<file path="src/rtl/hangman_game_ctrl.sv">
// Hangman round sequencer: latches the secret word, scores guesses, and drives status LEDs and display pulses.
// All outputs are registered; a guess resolves one cycle after its ready edge, and inputs are never back-pressured.
module hangman_game_ctrl #(
  parameter int MAX_MISTAKES = 6,
  parameter int ERR_HOLD     = 100
) (
  input  logic        clk,
  input  logic        nRst,
  input  logic        toggle_state,
  input  logic [39:0] setWord,
  input  logic [7:0]  msg,
  input  logic        ready,
  output logic [4:0]  letter_mask,
  output logic [2:0]  mistakes,
  output logic [7:0]  last_guess,
  output logic        err_LED,
  output logic        blue,
  output logic        green,
  output logic        red,
  output logic        game_end,
  output logic        disp_update
);

  localparam int          CW    = $clog2(ERR_HOLD + 1);
  localparam logic [2:0]  MAX_M = 3'(MAX_MISTAKES);

  typedef enum logic [2:0] {IDLE, PLAY, CHECK, WIN, LOSE} state_t;

  state_t          state, state_nx;
  logic            tog_q, rdy_q, tog_ev, rdy_ev;
  logic [39:0]     word, word_nx;
  logic [7:0]      guess, guess_nx;
  logic [25:0]     used, used_nx;
  logic [4:0]      mask_nx, hit, gidx;
  logic [2:0]      mis_nx;
  logic [7:0]      last_nx;
  logic [CW-1:0]   err_cnt, err_cnt_nx;
  logic            err_ev, start, word_ok;
  logic            err_led_nx, blue_nx, green_nx, red_nx, game_end_nx, disp_nx;

  function automatic logic is_upper(input logic [7:0] c);
    return (c >= 8'h41) && (c <= 8'h5A);
  endfunction

  assign tog_ev = toggle_state & ~tog_q;
  assign rdy_ev = ready & ~rdy_q;
  // 'A'..'Z' have low five bits 1..26, so this is the alphabet index for legal guesses
  assign gidx   = guess[4:0] - 5'd1;

  always_comb begin
    hit     = '0;
    word_ok = 1'b1;
    for (int i = 0; i < 5; i++) begin
      hit[i]  = (word[8*i +: 8] == guess);
      word_ok = word_ok & is_upper(setWord[8*i +: 8]);
    end
  end

  always_ff @(posedge clk or negedge nRst) begin
    if (!nRst) state <= IDLE;
    else       state <= state_nx;
  end

  always_comb begin
    state_nx = state;
    word_nx  = word;
    guess_nx = guess;
    used_nx  = used;
    mask_nx  = letter_mask;
    mis_nx   = mistakes;
    last_nx  = last_guess;
    err_ev   = 1'b0;
    start    = 1'b0;

    case (state)
      CHECK: begin
        if (!is_upper(guess)) begin
          err_ev = 1'b1;
        end else if (used[gidx]) begin
          err_ev = 1'b1;
        end else begin
          used_nx[gidx] = 1'b1;
          last_nx       = guess;
          if (|hit)                  mask_nx = letter_mask | hit;
          else if (mistakes < MAX_M) mis_nx  = mistakes + 3'd1;
        end
        if (mask_nx == 5'b11111) state_nx = WIN;
        else if (mis_nx == MAX_M) state_nx = LOSE;
        else                      state_nx = PLAY;
      end
      IDLE, PLAY, WIN, LOSE: begin
        // a toggle outranks a simultaneous guess, which is dropped
        if (tog_ev) begin
          if (word_ok) begin
            start = 1'b1;
          end else begin
            err_ev   = 1'b1;
            state_nx = IDLE;
          end
        end else if (state == PLAY && rdy_ev) begin
          guess_nx = msg;
          state_nx = CHECK;
        end
      end
      default: state_nx = IDLE;
    endcase

    if (start) begin
      word_nx  = setWord;
      used_nx  = '0;
      mask_nx  = '0;
      mis_nx   = '0;
      last_nx  = '0;
      state_nx = PLAY;
    end

    err_cnt_nx  = err_ev ? CW'(ERR_HOLD) : ((err_cnt != '0) ? err_cnt - 1'b1 : '0);
    err_led_nx  = err_ev | (err_cnt > CW'(1));
    blue_nx     = (state_nx == PLAY) || (state_nx == CHECK);
    green_nx    = (state_nx == WIN);
    red_nx      = (state_nx == LOSE);
    game_end_nx = ((state_nx == WIN) || (state_nx == LOSE)) && !((state == WIN) || (state == LOSE));
    disp_nx     = start || (state_nx != state) || (mask_nx != letter_mask) ||
                  (mis_nx != mistakes) || (last_nx != last_guess);
  end

  always_ff @(posedge clk or negedge nRst) begin
    if (!nRst) begin
      tog_q       <= 1'b0;
      rdy_q       <= 1'b0;
      word        <= '0;
      guess       <= '0;
      used        <= '0;
      err_cnt     <= '0;
      letter_mask <= '0;
      mistakes    <= '0;
      last_guess  <= '0;
      err_LED     <= 1'b0;
      blue        <= 1'b0;
      green       <= 1'b0;
      red         <= 1'b0;
      game_end    <= 1'b0;
      disp_update <= 1'b0;
    end else begin
      tog_q       <= toggle_state;
      rdy_q       <= ready;
      word        <= word_nx;
      guess       <= guess_nx;
      used        <= used_nx;
      err_cnt     <= err_cnt_nx;
      letter_mask <= mask_nx;
      mistakes    <= mis_nx;
      last_guess  <= last_nx;
      err_LED     <= err_led_nx;
      blue        <= blue_nx;
      green       <= green_nx;
      red         <= red_nx;
      game_end    <= game_end_nx;
      disp_update <= disp_nx;
    end
  end

endmodule
</file>
<file path="config.mk">
export PLATFORM = sky130hd
export DESIGN_NAME = hangman_game_ctrl
export DESIGN_NICKNAME = d
export VERILOG_FILES = /design/src/rtl/hangman_game_ctrl.sv
export SDC_FILE = /design/constraint.sdc
export NUM_CORES = 1
export LEC_CHECK = 0
export CORE_UTILIZATION = 50
export CTS_CLUSTER_SIZE = 25
export DETAILED_ROUTE_END_ITERATION = 10
export PLACE_DENSITY = 0.76
export SLEW_MARGIN = 25
export SYNTH_ARGS = -nofsm -noshare
export SYNTH_HDL_FRONTEND = slang
export SYNTH_SLANG_ARGS = --single-unit
</file>
<file path="constraint.sdc">
create_clock -name clk -period 2.94 [get_ports clk]
set_clock_uncertainty 0.15 [all_clocks]
set_input_delay 0.588 -clock clk [delete_from_list [all_inputs] [get_ports clk]]
set_output_delay 0.588 -clock clk [all_outputs]
set_load 0.05 [all_outputs]
</file>
==> out/qor.yml <==
fmax_mhz: 347
die_w_um: 109
drive_gt1_share_pct: 21.4
yosysWarningCount: 0
final_core_util_pct: 66.4
p_per_area_nw_per_um2: 832
synthesis.instances: 541
worstPathArrival_ps: 2950
ant_nets: 0
antenna_cells: 0
dr.pass1.iters: 4
critPathKind: "reg -> reg"
final_area_sq_um: 7290
ioPinCount: 74
clock_latency_ps: 350
place_hpwl_um: 9600
maxCapViolCount: 0
dieArea_sq_um: 11800
cts_buffers: 9
portBuffers: 73
post_synth.cell_area_avg_sq_um: 10.5
htreeDepth: 3
rsz0062_at_grt: "true"
worstPathRequired_ps: 3010
drt_iter0_markers: 349
grt_pass1_wl_um: 21600
ir_worst_vdd_mv: 0.620
via_per_inst: 5.63
pre_cts_ws_ps: -179
setup_violations: 0
drv_slew: 0
r2r_setup_slack_ps: 60
core-area_sq_um: 11000
syn-cell-area_sq_um: 5710
dp.cells: 768
synth_edf_count: 0
reg2reg_depth: 12
root_buffer: "clkbuf_16"
reg2reg_to: "red"
holdCritPathClass: "in -> async"
worst_slew_pin_slew_ps: 638
num_rows: 38
die_h_um: 109
start_kind: "flip-flop"
drc: 0
yosys_register_bits: 108
period_share_pct: 98.0
yosysSeqAreaShare_pct: 47.4
async_flop_share_pct: 100
grt_max_degree: 71
final_cells: 785
cts_tree: "yes"
grt.total_usage_pct: 24.0
rr_startpoint: "guess[0]"
syn2layout_area_growth_pct: 27.8
synth_ff_type: "dfrtp_1"
postPlaceCellArea_sq_um: 6910
path_clk_slew_ps: 70
cts.sinks: 108
finalHoldViolations: 0
gr-total-overflow: 0
routed_wl_um: 13300
timing.hold.ws_ps: 54.7
yosysUniqueCellTypes: 64
initial_core_util_pct: 51.9
critPathMaxFanout: 6
vias: 4418
post-route-min-period_ps: 2880
grt_antenna_before_repair: 0
max-slew-margin-rel_pct: 57.5
worst_slack_ps: 58.2
grt_pass1_vias: 4476
syn_nets: 601
routedWlPerCell_um: 16.9
status: "complete, no violations"
end_kind: "flip-flop"
nNetsFinal: 700
max-clock-path-buffers: 2
p_leak_nw: 3.18
place_congestion: 0.895
-- Yosys cell counts, types with 2 or more instances --
library cell	number	area, sq um
a2111oi_4	2	55.1
a21oi_1	24	120
a2bb2oi_2	2	30.0
a31oi_1	24	150
a41oi_1	9	78.8
and2_1	2	12.5
and3_1	2	12.5
and4b_1	2	20.0
buf_1	3	11.3
buf_2	10	50.1
buf_4	5	37.5
buf_6	2	22.5
clkbuf_1	14	52.6
dfrtp_1	108	2700
ha_1	8	100
inv_1	13	48.8
mux2_2	32	360
mux2i_1	14	140
mux4_2	3	67.6
nand2_1	36	135
nand3_1	6	30.0
nand4_1	4	25.0
nor2_1	67	251
nor2b_1	16	100
nor3_1	9	45.0
nor3b_1	3	22.5
nor4_1	13	81.3
nor4b_1	2	17.5
o21ai_0	9	45.0
o22ai_1	6	37.5
o31ai_1	2	15.0
or2_2	7	43.8
or4_1	5	37.5
xor2_1	47	412
-- cells in the final DEF, fill, tap and decap left out, drive strengths merged, types with 5 or more instances in the layout --
master,Yosys,final
o21ai,9,9
o22ai,6,6
nand3,6,6
mux2i,14,14
nor4,14,14
xor2,48,48
mux2,32,32
nor2,68,68
inv,13,15
nor3,9,9
a31oi,24,24
a21oi,25,25
nor2b,16,16
ha,8,8
or2,8,8
a41oi,9,9
dfrtp,108,108
or4,5,5
clkbuf,14,12
nand2,36,36
buf,20,50
nand4,5,5
clkdlybuf4s50,0,72
-- routing by layer --
metal	share of wire [%]	global-route usage, %	vias to the layer above	wire length [um]
li1	-	-	2111	-
met1	43	30.2	2183	5760
met2	51	41.4	113	6840
met3	4.2	5.68	11	558
met4	0.94	6.18	0	125
met5	0	0	-	0
-- area by class of cell --
type | instances | area [sq um]
Timing Repair Buffer | 122 | 1180
Inverter | 13 | 53.8
Tap cell | 140 | 175
Clock inverter | 4 | 55.1
Fill cell | 807 | 3690
Clock buffer | 12 | 246
Multi-Input combinational cell | 386 | 2870
Sequential cell | 108 | 2700
-- worst max-delay path by stage --
| stage | from | endpoint | slack (ps) |
|---|---|---|---|
| after CTS | guess[0] | err_LED | 20 |
| after global placement | setWord[34] | disp_update | -80 |
| after global routing | guess[0] | red | -30 |
| after floorplan | guess[1] | disp_update | -10 |
| final | guess[0] | red | 60 |
| after detailed placement | setWord[34] | disp_update | -180 |
-- critical path, cell delays in order (launching register included) --
cell and delay (ps):
dfrtp_1 400, inv_4 60, ha_4 330, mux2i_1 90, mux4_2 480, a21oi_2 190
nor4_4 70, buf_4 170, and2_4 180, a21oi_2 220, nor2_1 90, a32oi_1 260
nor2_1 70
-- power breakdown --
part	internal, mW	switching [mW]
sequential	1.64	0.248
clock	0.691	0.541
combinational	1.31	1.64
total	3.64	2.42
-- cell families (layout without fill, tap and decap cells) --
kind of cell / after synthesis / count (layout) / synth area share [%]
AND/OR/NAND/NOR: 184 / 184 / 16.3
XOR/XNOR: 50 / 50 / 7.94
buffers and inverters: 47 / 151 / 3.90
adder cells (fa/ha/maj): 8 / 8 / 1.75
multiplexers: 49 / 49 / 9.96
AO/OA/AOI/OAI: 95 / 95 / 12.8
flip-flops: 108 / 108 / 47.4
-- state kept, by name (all words and copies together) (netlist names) --
name / cells
mistakes: 3
used: 26
err_cnt: 7
word: 40
err_LED: 1
game_end: 1
state: 3
disp_update: 1
letter_mask: 5
last_guess: 8
red: 1
green: 1
tog_q: 1
guess: 8
rdy_q: 1
blue: 1
-- per-stage QoR --
step	power (mW)	TNS, ps
after floorplan	3.77	-14.5
after global placement	4.62	-2480
after detailed placement	4.68	-6250
after CTS	5.95	0
after global routing	6.39	-100
final	6.06	0
-- repair_timing --
item / 4_1_cts / 5_1_grt
setup buffers: 0 / 1
pin swaps: 0 / 2
endpoints found under the setup margin: 8 / 15
resized for setup: 4 / 10
hold buffers: 0 / 0
Power figures use the tool's default switching activity.
